### config.mk
export PLATFORM = sky130hd
export DESIGN_NAME = truth_table_sweep
export DESIGN_NICKNAME = d
export VERILOG_FILES = /design/src/rtl/truth_table_sweep.sv
export SDC_FILE = /design/constraint.sdc
export NUM_CORES = 1
export LEC_CHECK = 0
export ABC_AREA = 1
export BUFFER_PORTS_ARGS = -buffer_cell sky130_fd_sc_hd__buf_2
export CORE_UTILIZATION = 37
export CTS_CLUSTER_DIAMETER = 120
export CTS_CLUSTER_SIZE = 14
export DETAILED_ROUTE_END_ITERATION = 16
export PLACE_DENSITY = 0.59
export SLEW_MARGIN = 25
export SYNTH_ARGS = -nofsm -noshare
export SYNTH_HDL_FRONTEND = slang
export SYNTH_SLANG_ARGS = --single-unit
### constraint.sdc
create_clock -name clk -period 2.91 [get_ports clk]
set_input_delay 0.582 -clock clk [delete_from_list [all_inputs] [get_ports clk]]
set_output_delay 0.582 -clock clk [all_outputs]
set_load 0.005 [all_outputs]
### src/rtl/truth_table_sweep.sv
// Sweeps all 2**N_VARS input rows and streams N_CH truth-table outputs per beat, counting minterms.
// Optional macro TTS_EQUIV_EN adds a first-difference check of channel 0 against the other channels.
module truth_table_sweep #(
   parameter int unsigned N_VARS = 3,
   parameter int unsigned N_CH   = 2
) (
   input  logic                         clk,
   input  logic                         rst_n,
   input  logic                         start,
   input  logic                         hold,
   input  logic [N_CH*(2**N_VARS)-1:0]  tt_in,
   output logic                         busy,
   output logic                         valid,
   output logic [N_VARS-1:0]            idx,
   output logic [N_CH-1:0]              f_out,
   output logic                         done,
   output logic [N_CH*(N_VARS+1)-1:0]   ones_cnt,
   output logic                         mismatch,
   output logic [N_VARS-1:0]            mm_idx
);

   localparam int unsigned ROWS = 2**N_VARS;
   localparam int unsigned CW   = N_VARS + 1;

   localparam logic [1:0] ST_IDLE  = 2'd0;
   localparam logic [1:0] ST_LOAD  = 2'd1;
   localparam logic [1:0] ST_SWEEP = 2'd2;
   localparam logic [1:0] ST_DONE  = 2'd3;

   logic [1:0]           state_q, state_d;
   logic [N_CH*ROWS-1:0] snap_q;
   logic [N_VARS-1:0]    idx_q;
   logic [N_CH-1:0]      f_cur;
   logic [N_CH-1:0]      f_last_q;
   logic [CW-1:0]        ones_q [N_CH];
   logic [ROWS-1:0]      tab [N_CH];
   logic                 beat;

   // A beat is any SWEEP cycle not stalled by hold; hold acts in the same cycle.
   assign beat = (state_q == ST_SWEEP) && !hold;

   for (genvar g = 0; g < N_CH; g++) begin : g_ch
      assign tab[g]                = snap_q[g*ROWS +: ROWS];
      assign f_cur[g]              = tab[g][idx_q];
      assign ones_cnt[g*CW +: CW]  = ones_q[g];
   end

   always_comb begin
      state_d = state_q;
      unique case (state_q)
         ST_IDLE:  if (start) state_d = ST_LOAD;
         ST_LOAD:  state_d = ST_SWEEP;
         ST_SWEEP: if (beat && (&idx_q)) state_d = ST_DONE;
         ST_DONE:  state_d = ST_IDLE;
         default:  state_d = ST_IDLE;
      endcase
   end

   always_ff @(posedge clk or negedge rst_n) begin
      if (!rst_n) begin
         state_q  <= ST_IDLE;
         snap_q   <= '0;
         idx_q    <= '0;
         f_last_q <= '0;
         for (int c = 0; c < N_CH; c++) ones_q[c] <= '0;
      end else begin
         state_q <= state_d;
         if (state_q == ST_LOAD) begin
            snap_q <= tt_in;
            idx_q  <= '0;
            for (int c = 0; c < N_CH; c++) ones_q[c] <= '0;
         end else if (beat) begin
            // Wraps to 0 on the last row.
            idx_q    <= idx_q + 1'b1;
            f_last_q <= f_cur;
            for (int c = 0; c < N_CH; c++) ones_q[c] <= ones_q[c] + CW'(f_cur[c]);
         end
      end
   end

   assign busy  = (state_q != ST_IDLE);
   assign valid = beat;
   assign idx   = idx_q;
   assign f_out = beat ? f_cur : f_last_q;
   assign done  = (state_q == ST_DONE);

`ifdef TTS_EQUIV_EN
   logic              mm_q;
   logic [N_VARS-1:0] mm_idx_q;
   logic              diff;

   always_comb begin
      diff = 1'b0;
      for (int c = 1; c < N_CH; c++) diff = diff | (f_cur[c] ^ f_cur[0]);
   end

   always_ff @(posedge clk or negedge rst_n) begin
      if (!rst_n) begin
         mm_q     <= 1'b0;
         mm_idx_q <= '0;
      end else if (state_q == ST_LOAD) begin
         mm_q     <= 1'b0;
         mm_idx_q <= '0;
      end else if (beat && diff && !mm_q) begin
         mm_q     <= 1'b1;
         mm_idx_q <= idx_q;
      end
   end

   assign mismatch = mm_q;
   assign mm_idx   = mm_idx_q;
`else
   assign mismatch = 1'b0;
   assign mm_idx   = '0;
`endif

endmodule

==> results of run 1 <==
[cell type report]
cell class                 count  area share [%]
sequential                    31            40.2
multi-input combinational    130            36.7
timing repair buffer          36            9.46
inverter                      28            5.70
clock buffer                   6            4.28
tap                           52            3.37
clock inverter                 1           0.259
[power breakdown]
group          internal, mW  total, mW  leakage [nW]  switching, mW
clock                 0.185      0.337        0.0470          0.152
sequential            0.613      0.723         0.394          0.110
combinational         0.318      0.825         0.640          0.507
total                  1.12       1.88          1.08          0.769
[cells in the mapped netlist (3+ instances only)]
cell,count
o21ai_0,19
buf_4,4
dfrtp_1,31
nand3_1,23
nor2_1,4
ha_1,10
inv_1,25
a21oi_1,4
o21ai_1,3
nand2_1,53
[per-stage QoR]
step	std cells	cell area, µm²	hold slack (ns)
6_report	284	1930	0.333
2_1_floorplan	199	1680	0.286
3_5_place_dp	277	1840	0.447
5_1_grt	284	1930	0.403
4_1_cts	284	1930	0.370
3_3_place_gp	277	1840	0.441
[state kept, by name, summed over array words and instances, names as in the netlist]
| register | cells |
|---|---|
| state_q | 2 |
| idx | 3 |
| f_last_q | 2 |
| ones_cnt | 8 |
| snap_q | 16 |
[routing by layer]
layer  track usage [%]  up-vias  part of all wire, %
met5                 0        -                    0
met4              7.94        0                  2.3
met3              4.36        6                  3.8
met2              24.4       21                   46
met1              18.4      572                   48
li1                  -      685                    -
[cell families after synthesis]
group / after synthesis
flops: 31
simple gates: 86
buf+inv: 38
fa+ha+maj: 10
other cells: 1
compound gates: 30
[how the worst min path moves through the flow]
stage	endpoint	slack (ns)	cells past startpoint
final	snap_q[5]	0.33	1
after global routing	snap_q[11]	0.40	1
after CTS	snap_q[11]	0.37	1
after detailed placement	ones_cnt[7]	0.45	1
after global placement	ones_cnt[7]	0.44	1
after floorplan	f_last_q[0]	0.29	0
==> metrics.txt, run 1 <==
first drt pass iteration count 3; ys async rst share 100%; most frequent cells in the layout nand2_1, buf_2, dfrtp_1, inv_1, nand3_1; Die ar. 0.00479 mm²; remaining antenna violation count 0; Post-Place Setup Slack 0.979 ns; synth unique cells 23; total power 1.88 mW; total negative slack 0 ns; most common cell after layout, fill and taps aside nand2_1; period utilisation layout 76.1%; CTS max path bufs 2; reg2reg path depth 11; yosys warns 0; IO Port Bufs 35; Avg Cell Area, Syn 8.53 µm²; P&R area growth vs syn 15.5%; sequential-to-total area share from yosys stat 46.4%; initial antenna violation count 0; CP arrival 1.63 ns; DRC Markers 0; fin crit period 2.21 ns; crit path max fanout 13; Worst Path Required 2.33 ns; TritonCTS clock tree yes; WL per Instance 11.1 µm; worst hold path type in -> async; buffers and inverters on the worst path 3; post-CTS setup buffers 0; n_diodes 0; register area 776 µm²; synthesized cell area 0.00167 mm²; Setup crit start kind register; WL final 3160 µm; number of synthesized flops with an enable pin 0; hold buffers post-CTS 0; crit path launch state_q[0]; via density per instance 4.52; flops & latches, synth 31; cts bufs inserted 5; GPL Wtd Cong 0.817; CTS HTree Levels 2; Clock Latency Late Sink 0.28 ns; Post-Synth Simple-Gate Area 24.2%; worst path cell trace inv_1 -> ha_1 -> nand2_4 -> inv_2 -> nand3_1 -> nand2_1 -> buf_2; endpoints failing setup 0; via count 1284; power density over cell area 976 mW/mm²; largest net degree at the start of global routing 32; slowest cell delay on critical path 0.40 ns; crit-path leading delay family flip-flops; FF-to-FF setup slack 0.96 ns; HPWL Detailed 2330 µm; height of the die 69.2 µm; area share of the leading cell type in the synthesized netlist 46.4%; commonest register cell after synthesis dfrtp_1; initial core utilization 38.4%; r2r startpoint idx[0]; Clock Tree Root clkbuf_8; Leakage 1.08 nW; unrepaired setup endpoints after global routing no; Slowest-stage cell, CP dfrtp_1; footprint of the multi-input gates 709 µm²; Worst IR Drop VDD 0.323 mV; R2R Path End ones_cnt[6]; post-CTS resize count 0; Initial DRC Count 48; Max Freq 451 MHz; final net count 262; post-synthesis adder-cell area fraction 7.49%; biggest area consumer among synthesized cells dfrtp_1; setup ws final 0.695 ns; I/O pin count 40; CTS Sinks 31; multiplexer share of the synthesized area 0%; ranking of synthesized cells by area dfrtp_1, nand2_1, ha_1; Crit. path cell count 7; total core area 0.00435 mm²; Synth Area in Compound Gates 9.88%; status finished clean; share of cells above drive strength 1 23.3%; Clock Skews 0.00315 ns; Syn Inst Count 196; max_cap viols 0; largest family of logic cells by synthesized area simple AND/OR/NAND/NOR gates; global route total overflow 0; final hold vios 0; fillers 436; Slew Viols, Final 0; crit path to f_out[1]; Row Count 24; Max transition margin 54.3%; first-pass GRT wire length 5650 µm; Critical Path Sink Type output pin; kind of critical path reg -> out; worst slew pin tran 0.686 ns; Util after Layout 44.3%; vias in the first global route 1276; clock-pin slew on the worst setup and hold paths 0.06 ns; Synth Area in XOR/XNOR 0%; Tot GR Track Use 15.1%; Chip Width 69.2 µm
Note: power is estimated with default switching activity, not from simulation.
==> inputs of run 2 (changes only) <==
- clock period: 2.91 -> 2.24 ns (I/O delays scaled with it)
==> metrics.txt, run 2 (synthesis results as in run 1) <==
Crit. path cell count 7 (unchanged); vias in the first global route 1294 (+1.4%); FF-to-FF setup slack 0.31 ns (-0.65 ns); unrepaired setup endpoints after global routing no; Clock Tree Root clkbuf_8; crit path launch state_q[0]; first-pass GRT wire length 5700 µm (+0.85%); Clock Skews 0.00349 ns (+0.000339 ns); Clock Latency Late Sink 0.28 ns (about the same); Non-Filler Instances 283 (-0.35%); crit path to f_out[1]; crit path max fanout 13 (unchanged); endpoints failing setup 0 (unchanged); CTS max path bufs 2 (unchanged); via density per instance 4.61 (+2.0%); Max transition margin 53.7% (-0.57 points); final net count 262 (unchanged); most frequent cells in the layout nand2_1, buf_2, dfrtp_1, inv_1, nand3_1; Max Freq 486 MHz; kind of critical path reg -> out; R2R Path End ones_cnt[2]; clock-pin slew on the worst setup and hold paths 0.06 ns (about the same); max_cap viols 0 (unchanged); worst path cell trace inv_1 -> ha_1 -> nand2_4 -> inv_2 -> nand3_1 -> nand2_1 -> buf_2; slowest cell delay on critical path 0.38 ns (-0.02 ns); worst hold path type in -> async; DRC Markers 0 (unchanged); max reg flops 16 (unchanged); initial antenna violation count 0 (unchanged); fin crit period 2.06 ns; GPL Wtd Cong 0.852 (+4.3%); post-CTS setup buffers 0 (unchanged); WL per Instance 11.4 µm (+2.6%); TritonCTS clock tree yes; final hold vios 0 (unchanged); Row Count 24 (unchanged); total negative slack 0 ns (unchanged); Slowest-stage cell, CP dfrtp_1; DR WL met3 138 µm (+15%); Placed Cells 277 (unchanged); Worst Path Required 1.79 ns (-0.54 ns); first drt pass iteration count 4 (+1); WL final 3230 µm (+2.2%); Initial DRC Count 51 (+6.3%); remaining antenna violation count 0 (unchanged); worst slew pin tran 0.695 ns (+0.00858 ns); buffers and inverters on the worst path 3 (unchanged); reg2reg path depth 10 (-1); total core area 0.00435 mm² (unchanged); n_diodes 0 (unchanged); Worst IR Drop VDD 0.573 mV (+77%); wl on met1 1460 µm (-3.1%); Setup crit start kind register; cts bufs inserted 5 (unchanged); crit-path leading delay family flip-flops; P&R area growth vs syn 14.6%; status finished clean; HPWL Detailed 2360 µm (+1.3%); Tot GR Track Use 15.2% (+0.062 points); most common cell after layout, fill and taps aside nand2_1; global route total overflow 0 (unchanged); via count 1305 (+1.6%); CP arrival 1.61 ns (-0.02 ns); Most flops, register snap_q; initial core utilization 38.4% (unchanged); Chip Width 69.2 µm (unchanged); largest net degree at the start of global routing 32 (unchanged); Critical Path Sink Type output pin; share of cells above drive strength 1 22.5% (-0.77 points); post-CTS resize count 0 (unchanged); DR WL met2 1570 µm (+7.0%); hold buffers post-CTS 0 (unchanged); Die ar. 0.00479 mm² (unchanged); r2r startpoint idx[0]; Leakage 1.07 nW (-0.92%); CTS HTree Levels 2 (unchanged); CTS Sinks 31 (unchanged); power density over cell area 1260 mW/mm² (+29%); IO Port Bufs 35 (unchanged); height of the die 69.2 µm (unchanged); I/O pin count 40 (unchanged); period utilisation layout 91.8%; Slew Viols, Final 0 (unchanged); Top Layer Used met4
==> run 2: worst register-to-register path, cell delays in order, from the launching register on <==
cell and delay (ns):
dfrtp_1 0.59, nand2_1 0.11, nand3_1 0.10, nand3_1 0.11, and2_1 0.18, ha_1 0.19, ha_1 0.18, inv_1 0.14
nor2_8 0.06, o21ai_2 0.12, a21oi_2 0.04
==> run 2: report_power, final <==
| group | total, mW | internal (mW) | switching [mW] |
|---|---|---|---|
| Clock | 0.395 | 0.206 | 0.189 |
| Sequential | 0.946 | 0.797 | 0.149 |
| Combinational | 1.06 | 0.410 | 0.654 |
| Total | 2.41 | 1.41 | 0.992 |
==> run 2: through the flow <==
stage	setup slack, ns	hold slack [ns]	cell area (µm²)	total power, mW	utilization [%]
global placement	0.342	0.443	1840	2.02	42.3
CTS	0.167	0.245	1920	2.45	44.0
floorplan	0.464	0.152	1680	1.77	-
finish	0.183	0.209	1920	2.41	44.0
global route	0.0427	0.274	1920	2.65	44.0
detailed placement	0.324	0.454	1840	2.04	42.3
==> run 2: layout make-up <==
cell class | instances | area, µm²
Multi-Input combinational cell | 130 | 709
Sequential cell | 31 | 776
Timing Repair Buffer | 36 | 183
Clock buffer | 6 | 72.6
Tap cell | 52 | 65.1
Inverter | 28 | 110
Fill cell | 436 | 2440
==> run 2: how the worst min path moves through the flow <==
stage	start	to	slack [ns]
floorplan	rst_n	f_last_q[0]	0.15
global placement	ones_cnt[7]	ones_cnt[7]	0.44
detailed placement	ones_cnt[3]	ones_cnt[3]	0.45
CTS	rst_n	snap_q[5]	0.25
global route	rst_n	ones_cnt[4]	0.27
finish	rst_n	snap_q[5]	0.21
==> run 2: layer usage <==
layer  global-route usage, %  vias to the layer above
li1                        -                      680
met1                    19.0                      593
met4                    7.26                        0
met2                    23.9                       27
met5                       0                        -
met3                    4.65                        5
==> inputs of run 3 (changes only) <==
- CTS_BUF_LIST: unset -> sky130_fd_sc_hd__clkbuf_8
==> metrics.txt, run 3 (synthesis results as in run 1) <==
status finished clean; period utilisation layout 91.9% (about the same); endpoints failing setup 0 (unchanged); final net count 262 (unchanged); most frequent cells in the layout nand2_1, buf_2, dfrtp_1, inv_1, nand3_1; GPL Wtd Cong 0.852 (unchanged); clock-pin slew on the worst setup and hold paths 0.06 ns (about the same); setup ws final 0.182 ns (-0.000681 ns); I/O pin count 40 (unchanged); CP arrival 1.61 ns (about the same); first drt pass iteration count 4 (unchanged); vias in the first global route 1294 (unchanged); Row Count 24 (unchanged); largest net degree at the start of global routing 32 (unchanged); most common cell after layout, fill and taps aside nand2_1; Max Freq 486 MHz (about the same); Leakage 1.08 nW (+0.39%); CTS max path bufs 2 (unchanged); Most flops, register snap_q; fin crit period 2.06 ns (+0.000681 ns); IO Port Bufs 35 (unchanged); WL final 3230 µm (unchanged); TritonCTS clock tree yes; initial antenna violation count 0 (unchanged); crit path max fanout 13 (unchanged); power density over cell area 1250 mW/mm² (-0.18%); worst hold path type in -> async; max_cap viols 0 (unchanged); HPWL Detailed 2360 µm (unchanged); hold buffers post-CTS 0 (unchanged); remaining antenna violation count 0 (unchanged); post-CTS setup buffers 0 (unchanged); via density per instance 4.61 (unchanged); worst slew pin tran 0.695 ns (+0.0000446 ns); unrepaired setup endpoints after global routing no; share of cells above drive strength 1 22.5% (unchanged); Util after Layout 44.0% (unchanged); Max transition margin 53.7% (about the same); crit path to f_out[1]; Critical Path Sink Type output pin; cts bufs inserted 5 (unchanged); Clock Latency Late Sink 0.28 ns (about the same); first-pass GRT wire length 5700 µm (unchanged); Slowest-stage cell, CP dfrtp_1; fillers 436 (unchanged); kind of critical path reg -> out; Hold WS 0.209 ns (+0.0000210 ns); total core area 0.00435 mm² (unchanged); Initial DRC Count 51 (unchanged); Die ar. 0.00479 mm² (unchanged); DRC Markers 0 (unchanged); r2r startpoint idx[0]; Crit. path cell count 7 (unchanged); crit path launch state_q[0]; post-CTS resize count 0 (unchanged); max reg flops 16 (unchanged); buffers and inverters on the worst path 3 (unchanged); reg2reg path depth 10 (unchanged); total negative slack 0 ns (unchanged); Clock Tree Root clkbuf_8; global route total overflow 0 (unchanged); Clock Skews 0.00313 ns (-0.000363 ns); Slew Viols, Final 0 (unchanged); Tot GR Track Use 15.2% (unchanged); FF-to-FF setup slack 0.31 ns (about the same); n_diodes 0 (unchanged); height of the die 69.2 µm (unchanged); worst path cell trace inv_1 -> ha_1 -> nand2_4 -> inv_2 -> nand3_1 -> nand2_1 -> buf_2; Worst Path Required 1.79 ns (about the same); Chip Width 69.2 µm (unchanged); P&R area growth vs syn 14.6% (unchanged); WL per Instance 11.4 µm (unchanged); Setup crit start kind register; slowest cell delay on critical path 0.38 ns (about the same); crit-path leading delay family simple AND/OR/NAND/NOR gates; initial core utilization 38.4% (unchanged); CTS Sinks 31 (unchanged); CTS HTree Levels 2 (unchanged); R2R Path End ones_cnt[2]; Post-Place Setup Slack 0.324 ns (unchanged); Worst IR Drop VDD 0.573 mV (about the same); via count 1305 (unchanged); final hold vios 0 (unchanged)
[run 3: area by class of cell]
class | count | area, µm² | share of cell area (%)
Clock buffer | 5 | 68.8 | 3.59
Timing Repair Buffer | 36 | 183 | 9.54
Multi-Input combinational cell | 130 | 709 | 37.0
Tap cell | 52 | 65.1 | 3.40
Inverter | 28 | 110 | 5.75
Sequential cell | 31 | 776 | 40.5
Clock inverter | 1 | 3.75 | 0.196
[run 3: power breakdown]
part / internal [mW] / leakage, nW / switching (mW)
clock network: 0.202 / 0.0413 / 0.189
registers: 0.797 / 0.394 / 0.150
logic: 0.410 / 0.640 / 0.654
total: 1.41 / 1.08 / 0.992
[run 3: worst min path at each step]
stage                 from          end  slack [ns]
2_1_floorplan        rst_n  f_last_q[0]        0.15
3_3_place_gp   ones_cnt[7]  ones_cnt[7]        0.44
3_5_place_dp   ones_cnt[3]  ones_cnt[3]        0.45
4_1_cts              rst_n    snap_q[5]        0.25
5_1_grt              rst_n  ones_cnt[4]        0.27
6_report             rst_n    snap_q[5]        0.21
[run 3: metrics by stage]
step	instances	cell area (µm²)	total power, mW
CTS	283	1920	2.44
detailed placement	277	1840	2.04
finish	283	1920	2.40
global route	283	1920	2.65
floorplan	199	1680	1.77
global placement	277	1840	2.02
[run 3: routing by layer]
layer  vias up  track usage (%)  share of wire, %
met5         -                0                 0
met4         0             7.26               2.2
met2        27             23.9                48
li1        680                -                 -
met3         5             4.65               4.3
met1       593             19.0                45
